### config.mk
export PLATFORM = sky130hd
export DESIGN_NAME = phy_rx_lanes
export DESIGN_NICKNAME = d
export VERILOG_FILES = /design/src/rtl/phy_rx_lanes.sv
export SDC_FILE = /design/constraint.sdc
export NUM_CORES = 1
export LEC_CHECK = 0
export ABC_AREA = 1
export CORE_MARGIN = 2
export CORE_UTILIZATION = 45
export DETAILED_ROUTE_END_ITERATION = 8
export PLACE_DENSITY = 0.6
export SLEW_MARGIN = 20
export SYNTH_ARGS = -nofsm -noshare
export SYNTH_HDL_FRONTEND = slang
export SYNTH_SLANG_ARGS = --single-unit
### constraint.sdc
create_clock -name clk -period 5.5 [get_ports clk]
set_clock_uncertainty 0.05 [all_clocks]
set_input_delay 1.375 -clock clk [delete_from_list [all_inputs] [get_ports clk]]
set_output_delay 1.375 -clock clk [all_outputs]
set_load 0.05 [all_outputs]
### src/rtl/phy_rx_lanes.sv
// -----------------------------------------------------------------------------
// phy_rx_lanes
//
// Multi-lane serial PHY receiver. Each lane shifts in one bit per clock,
// acquires byte alignment on the COMMA character (SYNC_COUNT consecutive
// aligned commas), then packs non-comma bytes into WORD_BYTES-wide words
// and queues them in a small per-lane FIFO. A strict round-robin unstriper
// drains the lane FIFOs in lane order into a single word stream.
//
// Parameters:
//   LANES       number of serial lanes (>=1)
//   WORD_BYTES  bytes per output word
//   SYNC_COUNT  consecutive aligned commas required for lock (>=1)
//   FIFO_DEPTH  words buffered per lane (>=1)
//   COMMA       idle / alignment character
//
// Ports:
//   clk          bit-rate clock, all logic on rising edge
//   reset        synchronous, active-high
//   data_in      one serial bit per lane, MSB of each byte first
//   valid_out    one-cycle pulse, data_out holds a new word
//   data_out     merged word, first received byte in the MSBs
//   overflow     sticky, a word was dropped on a full lane FIFO
//   lane_locked  per-lane lock status (only when PHY_RX_LOCK_STATUS_EN
//                is defined)
//
// Optional feature macro: PHY_RX_LOCK_STATUS_EN adds the lane_locked port.
// -----------------------------------------------------------------------------
module phy_rx_lanes #(
  parameter int          LANES      = 2,
  parameter int          WORD_BYTES = 4,
  parameter int          SYNC_COUNT = 4,
  parameter int          FIFO_DEPTH = 2,
  parameter logic [7:0]  COMMA      = 8'hBC
) (
  input  logic                    clk,
  input  logic                    reset,
  input  logic [LANES-1:0]        data_in,
  output logic                    valid_out,
  output logic [8*WORD_BYTES-1:0] data_out,
  output logic                    overflow
`ifdef PHY_RX_LOCK_STATUS_EN
  ,
  output logic [LANES-1:0]        lane_locked
`endif
);

  localparam int W     = 8 * WORD_BYTES;
  localparam int IDX_W = (WORD_BYTES > 1) ? $clog2(WORD_BYTES) : 1;
  localparam int CNT_W = $clog2(SYNC_COUNT + 1);
  localparam int PTR_W = (FIFO_DEPTH > 1) ? $clog2(FIFO_DEPTH) : 1;
  localparam int OCC_W = $clog2(FIFO_DEPTH + 1);
  localparam int RR_W  = (LANES > 1) ? $clog2(LANES) : 1;

  // LOCKED owns its own state bit so lock status is a plain register bit.
  typedef enum logic [1:0] {
    ST_UNLOCKED = 2'b00,
    ST_ALIGN    = 2'b01,
    ST_LOCKED   = 2'b10
  } lane_state_t;

  logic [LANES-1:0][W-1:0] head;
  logic [LANES-1:0]        nonempty;
  logic [LANES-1:0]        pop;
  logic [LANES-1:0]        drop;
  logic [RR_W-1:0]         rr;

  function automatic logic [PTR_W-1:0] ptr_inc(input logic [PTR_W-1:0] ptr);
    if (ptr == PTR_W'(FIFO_DEPTH - 1)) begin
      ptr_inc = '0;
    end else begin
      ptr_inc = ptr + PTR_W'(1);
    end
  endfunction

  // Only the lane under the round-robin pointer may be popped.
  always_comb begin
    pop = '0;
    if (nonempty[rr]) begin
      pop[rr] = 1'b1;
    end else begin
      pop = '0;
    end
  end

  for (genvar i = 0; i < LANES; i++) begin : g_lane
    logic [7:0]       win;
    lane_state_t      state;
    logic [2:0]       bit_cnt;
    logic [CNT_W-1:0] comma_cnt;
    logic [IDX_W-1:0] byte_idx;
    logic [W-1:0]     word;
    logic [W-1:0]     word_next;
    logic             boundary;
    logic             push;
    logic             full;
    logic             accept;
    logic [W-1:0]     mem [FIFO_DEPTH];
    logic [PTR_W-1:0] wr_ptr;
    logic [PTR_W-1:0] rd_ptr;
    logic [OCC_W-1:0] occ;

    // Byte boundary decode, slot insertion of the current byte, FIFO status.
    always_comb begin
      boundary  = (bit_cnt == 3'd7);
      word_next = word;
      for (int b = 0; b < WORD_BYTES; b++) begin
        if (byte_idx == IDX_W'(b)) begin
          word_next[(WORD_BYTES-1-b)*8 +: 8] = win;
        end else begin
          word_next[(WORD_BYTES-1-b)*8 +: 8] = word[(WORD_BYTES-1-b)*8 +: 8];
        end
      end
      push   = (state == ST_LOCKED) && boundary && (win != COMMA) &&
               (byte_idx == IDX_W'(WORD_BYTES - 1));
      full   = (occ == OCC_W'(FIFO_DEPTH));
      // A simultaneous pop frees a slot, so a full FIFO can still take the word.
      accept = push && (!full || pop[i]);
    end

    assign drop[i]     = push && full && !pop[i];
    assign nonempty[i] = (occ != '0);
    assign head[i]     = mem[rd_ptr];

    // Shift window, alignment/lock FSM, word assembly and FIFO pointers.
    always_ff @(posedge clk) begin
      if (reset) begin
        win       <= 8'h00;
        state     <= ST_UNLOCKED;
        bit_cnt   <= 3'd0;
        comma_cnt <= '0;
        byte_idx  <= '0;
        word      <= '0;
        wr_ptr    <= '0;
        rd_ptr    <= '0;
        occ       <= '0;
      end else begin
        win     <= {win[6:0], data_in[i]};
        bit_cnt <= bit_cnt + 3'd1;
        case (state)
          ST_UNLOCKED: begin
            // Free-running search: the cycle of a match defines the byte grid.
            if (win == COMMA) begin
              bit_cnt  <= 3'd0;
              byte_idx <= '0;
              if (SYNC_COUNT == 1) begin
                state <= ST_LOCKED;
              end else begin
                comma_cnt <= CNT_W'(1);
                state     <= ST_ALIGN;
              end
            end
          end
          ST_ALIGN: begin
            if (boundary) begin
              if (win == COMMA) begin
                if (comma_cnt == CNT_W'(SYNC_COUNT - 1)) begin
                  state <= ST_LOCKED;
                end else begin
                  comma_cnt <= comma_cnt + CNT_W'(1);
                end
              end else begin
                state     <= ST_UNLOCKED;
                comma_cnt <= '0;
              end
            end
          end
          ST_LOCKED: begin
            if (boundary) begin
              if (win == COMMA) begin
                // Idle mid-word throws the partial word away.
                byte_idx <= '0;
              end else if (push) begin
                byte_idx <= '0;
              end else begin
                byte_idx <= byte_idx + IDX_W'(1);
                word     <= word_next;
              end
            end
          end
          default: begin
            state <= ST_UNLOCKED;
          end
        endcase

        if (accept) begin
          wr_ptr <= ptr_inc(wr_ptr);
        end
        if (pop[i]) begin
          rd_ptr <= ptr_inc(rd_ptr);
        end
        case ({accept, pop[i]})
          2'b10:   occ <= occ + OCC_W'(1);
          2'b01:   occ <= occ - OCC_W'(1);
          default: occ <= occ;
        endcase
      end
    end

    // FIFO storage; contents are don't-care while the FIFO is empty.
    always_ff @(posedge clk) begin
      if (accept) begin
        mem[wr_ptr] <= word_next;
      end
    end

`ifdef PHY_RX_LOCK_STATUS_EN
    assign lane_locked[i] = (state == ST_LOCKED);
`endif
  end

  // Round-robin unstriper with registered outputs and sticky overflow.
  always_ff @(posedge clk) begin
    if (reset) begin
      rr        <= '0;
      valid_out <= 1'b0;
      data_out  <= '0;
      overflow  <= 1'b0;
    end else begin
      overflow <= overflow | (|drop);
      if (nonempty[rr]) begin
        valid_out <= 1'b1;
        data_out  <= head[rr];
        if (rr == RR_W'(LANES - 1)) begin
          rr <= '0;
        end else begin
          rr <= rr + RR_W'(1);
        end
      end else begin
        valid_out <= 1'b0;
      end
    end
  end

endmodule

==> impl_metrics.env, run 1 <==
export IMPL_tritoncts_num_buffers=29
export IMPL_postCtsResizedCells=0
export IMPL_die_y_um=160
export IMPL_floorplan_die_area_sq_um=25700
export IMPL_overall_global_routing_resource_usage_pct=18.6
export IMPL_port_buffers=37
export IMPL_yosys_warnings=0
export IMPL_nets=1176
export IMPL_dr_first_iter_drc_count=490
export IMPL_first_pass_iters=7
export IMPL_cts_max_level=1
export IMPL_post_route_util_pct=51.5
export IMPL_endpoint_kind="output pin"
export IMPL_cp_top_family="buffers and inverters"
export IMPL_place_area_sq_um=11500
export IMPL_number_of_global_route_vias_before_repair=7096
export IMPL_site_rows=57
export IMPL_postCtsHoldBufs=0
export IMPL_critical_path_max_fanout=2
export IMPL_core_area_sq_um=24200
export IMPL_number_of_vias_per_cell=5.03
export IMPL_synth_most_common_cell="inv_1"
export IMPL_cts_repair_timing_setup_buffer_count=0
export IMPL_final_seq_area_sq_um=6750
export IMPL_timing_hold_violations_final=0
export IMPL_clock_fmax_ghz=0.313
export IMPL_result_of_the_run="finished clean"
export IMPL_critical_path_cell_chain="clkdlybuf4s50_1"
export IMPL_slowest_delay_ns=0.84
export IMPL_synthCells=1141
export IMPL_critical_path_arrival_ns=1.77
export IMPL_tns_ns=0
export IMPL_detailroute_via_count=7538
export IMPL_synthDistinctLibCells=30
export IMPL_share_of_final_layout_standard_cells_stronger_than_drive_strength_1_pct=8.51
export IMPL_critical_path_startpoint_type="flop"
export IMPL_synth_top_cell_area_share_pct=34.9
export IMPL_cpMaxStageDelayCell="clkdlybuf4s50_1"
export IMPL_timing_hold_worst_class="reg2reg"
export IMPL_report_final_slew_viol_count=0
export IMPL_multi_input_comb_area_sq_um=3360
export IMPL_clk_pin_slew_ns=0.06
export IMPL_cts_max_path_buffers=3
export IMPL_ir_drop_mv=0.587
export IMPL_minimum_clock_period_ns=3.20
export IMPL_rsz0062_at_grt="false"
export IMPL_synthDominantAreaCellType="edfxtp_1"
export IMPL_final_design_area_no_fill_sq_um=12400
export IMPL_worst_path_buf_inv=1
export IMPL_final_period_utilization_pct=58.1
export IMPL_route_antenna_remaining_nets=0
export IMPL_gp_congestion=0.774
export IMPL_num_fill_cells=2214
export IMPL_floorplan_initialDensity_pct=45.5
export IMPL_synth_yosys_seq_area_share_pct=61.3
export IMPL_routedWlPerCell_um=15.9
export IMPL_numClockSinks=273
export IMPL_worst_setup_path_type="reg2out"
export IMPL_worst_slew_pin_transition_ns=1.09
export IMPL_chipWidth_um=160
export IMPL_final_setup_worst_slack_ns=2.30
export IMPL_maximum_number_of_pins_on_one_net_before_global_route_repair=69
export IMPL_area_delta_synth_final_pct=13.1
export IMPL_synthesis_nets=1163
export IMPL_worstSkewPairLatency_ns=0.53
export IMPL_post_dp_hpwl_um=14400
export IMPL_p_per_area_nw_per_um2=436
export IMPL_finalSetupViolations=0
export IMPL_synthesis_area_per_instance_sq_um=9.64
export IMPL_number_of_synthesized_register_bits=273
export IMPL_fin_cells=1499
export IMPL_antenna_cells_inserted=0
export IMPL_synthArstFlopShare_pct=0
export IMPL_most_instantiated_flip_flop_cell_in_the_synthesis_netlist="dfxtp_1"
export IMPL_synth_enable_flop_cells=128
export IMPL_clock_tree_from_tritoncts="yes"
export IMPL_synth_top_cells_by_area="edfxtp_1 (35%), dfxtp_1 (26%), o21ai_0 (5.5%), inv_1 (5.0%), nand2_1 (4.8%)"
export IMPL_maxCapViolations=0
export IMPL_synth_top_cells_by_count="inv_1 (146), dfxtp_1 (145), nand2_1 (142), edfxtp_1 (128), nor2_1 (121)"
export IMPL_worst_slew_margin_rel_pct=27.3
export IMPL_clock_root_buffer="clkbuf_16"
export IMPL_synth_cell_area_sq_um=11000
export IMPL_antenna_found_initial=0
export IMPL_ioPinCount=38
export IMPL_final_routed_wirelength_across_all_metal_layers_um=23800
export IMPL_worstPathRequired_ns=4.07
export IMPL_dp_cells=1447
export IMPL_first_pass_grt_wire_length_um=38000
export IMPL_preCtsSetupSlack_ns=2.24
export IMPL_grt_overflow_total=0
export IMPL_route_detailed_drc=0
export IMPL_leakage_uw=0.00445
==> sequential cells by signal, indices dropped and copies added (netlist names), 2 cells and up, named ones only <==
name              flops
g_lane.byte_idx       4
g_lane.mem          128
data_out             32
g_lane.occ            4
g_lane.word          64
g_lane.win           16
g_lane.wr_ptr         2
g_lane.comma_cnt      6
g_lane.state          4
g_lane.rd_ptr         2
g_lane.bit_cnt        6
==> cell families after synthesis <==
family / count (synthesis) / share of synthesized area, %
xor+xnor: 1 / 0.0797
buf+inv: 218 / 8.17
fa+ha+maj: 18 / 2.05
flops: 273 / 61.3
simple gates: 307 / 11.6
compound gates: 324 / 16.8
==> power by group <==
part | switching (uW) | total [uW] | leakage (uW) | internal [uW]
clock | 760 | 1840 | 0.000440 | 1080
sequential | 186 | 2430 | 0.00240 | 2240
combinational | 797 | 1150 | 0.00161 | 352
==> stage by stage <==
stage                     hold WS (ns)  power (uW)
after floorplan                  0.355        3240
after global placement           0.362        3620
after detailed placement         0.366        3640
after CTS                        0.374        5480
after global routing             0.388        5660
final                            0.373        5420
==> worst paths after layout <==
| check | from | endpoint | slack, ns | cells past startpoint |
|---|---|---|---|---|
| worst max-delay path | data_out[8]$_SDFFE_PP0N_ | data_out[8] | 2.30 | 1 |
| worst min-delay path | g_lane[1].word[5]$_SDFFE_PP0P_ | g_lane[1].word[5]$_SDFFE_PP0P_ | 0.37 | 2 |
| worst min register to register | g_lane[1].word[5]$_SDFFE_PP0P_ | g_lane[1].word[5]$_SDFFE_PP0P_ | 0.37 | 2 |
| worst max register to register | flop | data_out[15]$_SDFFE_PP0N_ | 2.52 | 3 |
==> routing by layer <==
layer | GRT usage [%] | up-vias | part of all wire, %
met5 | 0 | - | 0
met4 | 5.04 | 0 | 2.1
met3 | 2.20 | 35 | 3.7
met2 | 30.1 | 134 | 46
met1 | 26.7 | 3511 | 48
li1 | - | 3858 | -
==> cell type report <==
class | count | share of cell area (%)
Tap cell | 324 | 3.26
Sequential cell | 273 | 54.3
Timing Repair Buffer | 44 | 3.50
Multi-Input combinational cell | 650 | 27.0
Inverter | 156 | 4.71
Clock inverter | 7 | 0.503
Clock buffer | 45 | 6.72
==> layout by cell type (no fill, tap or decap), drive strengths merged, types with 7 or more instances in the layout <==
master	count
ha	18
buf	7
nand2	144
edfxtp	128
a31oi	32
o211ai	32
nand3	28
inv	155
clkdlybuf4s50	37
clkbuf	45
o21ai	190
dfxtp	145
a21oi	68
nor2	129
(Power assumes the default switching activity.)
==> run 2: changes to the inputs <==
- PLACE_DENSITY: 0.6 -> 0.62
- clock period: 5.5 -> 2.6 ns (I/O delays scaled with it)
==> run 2 against run 1 <==
Register-to-register slack worse by 2.1 ns. Sequential power up 100%. Hold slack worse by 0.00096 ns. Die area unchanged. Combinational power up 130%. Final area up 1.3%. Setup slack worse by 2.2 ns. Via count up 1.2%. Largest cell class unchanged.
==> impl_metrics.env, run 2 (synthesis results as in run 1) <==
export IMPL_result_of_the_run="finished clean"
export IMPL_final_period_utilization_pct=96.0
export IMPL_rsz0062_at_grt="false"
export IMPL_minimum_clock_period_ns=2.50
export IMPL_maxCapViolations=0
export IMPL_floorplan_die_area_sq_um=25700
export IMPL_first_pass_grt_wire_length_um=37500
export IMPL_critical_path_arrival_ns=1.80
export IMPL_largest_registers="g_lane.mem (128), g_lane.word (64), data_out (32)"
export IMPL_leakage_uw=0.00454
export IMPL_leading_cell_type_in_the_layout_fill_and_taps_excluded="inv_1"
export IMPL_timing_hold_violations_final=0
export IMPL_post_dp_hpwl_um=14800
export IMPL_gp_congestion=0.773
export IMPL_detailroute_via_count=7631
export IMPL_core_area_sq_um=24200
export IMPL_place_area_sq_um=11700
export IMPL_area_delta_synth_final_pct=14.6
export IMPL_final_setup_worst_slack_ns=0.104
export IMPL_hold_slack_ns=0.372
export IMPL_floorplan_initialDensity_pct=45.5
export IMPL_cpMaxStageDelayCell="clkdlybuf4s50_1"
export IMPL_ir_drop_mv=0.718
export IMPL_cts_repair_timing_setup_buffer_count=0
export IMPL_finalSetupViolations=0
export IMPL_route_antenna_remaining_nets=0
export IMPL_nets=1188
export IMPL_worstPathRequired_ns=1.90
export IMPL_route_detailed_drc=0
export IMPL_layout_cells_most_common_list="inv_1 (145), dfxtp_1 (143), nand2_1 (142), edfxtp_1 (128), o21ai_0 (120)"
export IMPL_first_pass_iters=5
export IMPL_final_routed_wirelength_across_all_metal_layers_um=23000
export IMPL_routedWlPerCell_um=15.2
export IMPL_port_buffers=37
export IMPL_largest_register="g_lane.mem"
export IMPL_numClockSinks=273
export IMPL_critical_path_startpoint_type="flop"
export IMPL_share_of_final_layout_standard_cells_stronger_than_drive_strength_1_pct=9.59
export IMPL_timing_hold_worst_class="reg2reg"
export IMPL_overall_global_routing_resource_usage_pct=18.1
export IMPL_number_of_vias_per_cell=5.04
export IMPL_clock_root_buffer="clkbuf_16"
export IMPL_antenna_cells_inserted=0
export IMPL_dr_first_iter_drc_count=508
export IMPL_report_final_slew_viol_count=0
export IMPL_worst_setup_path_type="reg2out"
export IMPL_maximum_number_of_pins_on_one_net_before_global_route_repair=65
export IMPL_p_per_area_nw_per_um2=914
export IMPL_clock_fmax_ghz=0.401
export IMPL_chipWidth_um=160
export IMPL_worst_slew_margin_rel_pct=47.9
export IMPL_largest_reg_flops=128
export IMPL_cts_max_level=1
export IMPL_final_design_area_no_fill_sq_um=12600
export IMPL_preCtsSetupSlack_ns=0.399
export IMPL_worst_slew_pin_transition_ns=0.782
export IMPL_worstSkewPairLatency_ns=0.54
export IMPL_fin_total_pwr_uw=11500
export IMPL_grt_overflow_total=0
export IMPL_critical_path_max_fanout=2
export IMPL_num_fill_cells=2157
export IMPL_die_y_um=160
export IMPL_clk_pin_slew_ns=0.06
export IMPL_cp_top_family="buffers and inverters"
export IMPL_slowest_delay_ns=0.84
export IMPL_postCtsHoldBufs=0
export IMPL_worst_path_buf_inv=1
export IMPL_number_of_global_route_vias_before_repair=7096
export IMPL_antenna_found_initial=0
export IMPL_tritoncts_num_buffers=29
export IMPL_endpoint_kind="output pin"
export IMPL_tns_ns=0
export IMPL_cts_max_path_buffers=3
export IMPL_clock_tree_from_tritoncts="yes"
export IMPL_site_rows=57
export IMPL_critical_path_cell_chain="clkdlybuf4s50_1"
export IMPL_postCtsResizedCells=0
export IMPL_ioPinCount=38
## run 2: cell types whose count changed in the layout (fill, tap and decap cells not counted), moves of 2 or more
cell      change
clkinv_1      +2
clkbuf_1      -3
clkinv_2      +2
buf_4         +6
buf_12        +6
## run 2: worst paths after layout
path                                                      start                             end  slack [ns]  cells after the start
worst min register to register   g_lane[0].word[2]$_SDFFE_PP0P_  g_lane[0].word[2]$_SDFFE_PP0P_        0.37                      2
worst max-delay path                   data_out[6]$_SDFFE_PP0N_                     data_out[6]        0.10                      1
worst min-delay path             g_lane[0].word[2]$_SDFFE_PP0P_  g_lane[0].word[2]$_SDFFE_PP0P_        0.37                      2
worst max register to register  g_lane[0].bit_cnt[0]$_SDFF_PP0_   g_lane[0].occ[1]$_SDFFE_PP0P_        0.40                     10
## run 2: layout make-up
class                      count  area, sq um  area share, %
clock buffer                  41          811           6.43
sequential                   273         6750           53.5
inverter                     156          586           4.65
clock inverter                13         93.8          0.745
tap                          324          405           3.22
timing repair buffer          56          596           4.73
multi-input combinational    650         3360           26.7
## run 2: tightest hold or removal path: stages (launching register included)
cell     delay, ns
dfxtp_1       0.30
inv_1         0.05
nor2_1        0.03
## run 2: stage by stage
step	utilization [%]	cells
after floorplan	-	1141
after global placement	48.4	1459
after detailed placement	48.4	1459
after CTS	52.1	1513
after global routing	52.1	1513
final	52.1	1513
## run 2: power breakdown
part	switching [uW]	total (uW)	internal (uW)
clock	1630	3890	2260
combinational	1850	2670	819
sequential	214	4960	4740
total	3690	11500	7830
## run 2: metal layers
metal,vias to the layer above,part of all wire [%],track usage [%]
met5,-,0,0
met4,0,2.5,5.36
met3,40,4.0,2.71
met2,142,45,28.9
met1,3572,48,25.7
li1,3877,-,-
==> run 3: changes to the inputs <==
- CTS_CLUSTER_SIZE: not set -> 30
==> results of run 3 <==
Same layout as run 2: the final DEF is identical, and so are final timing and power.
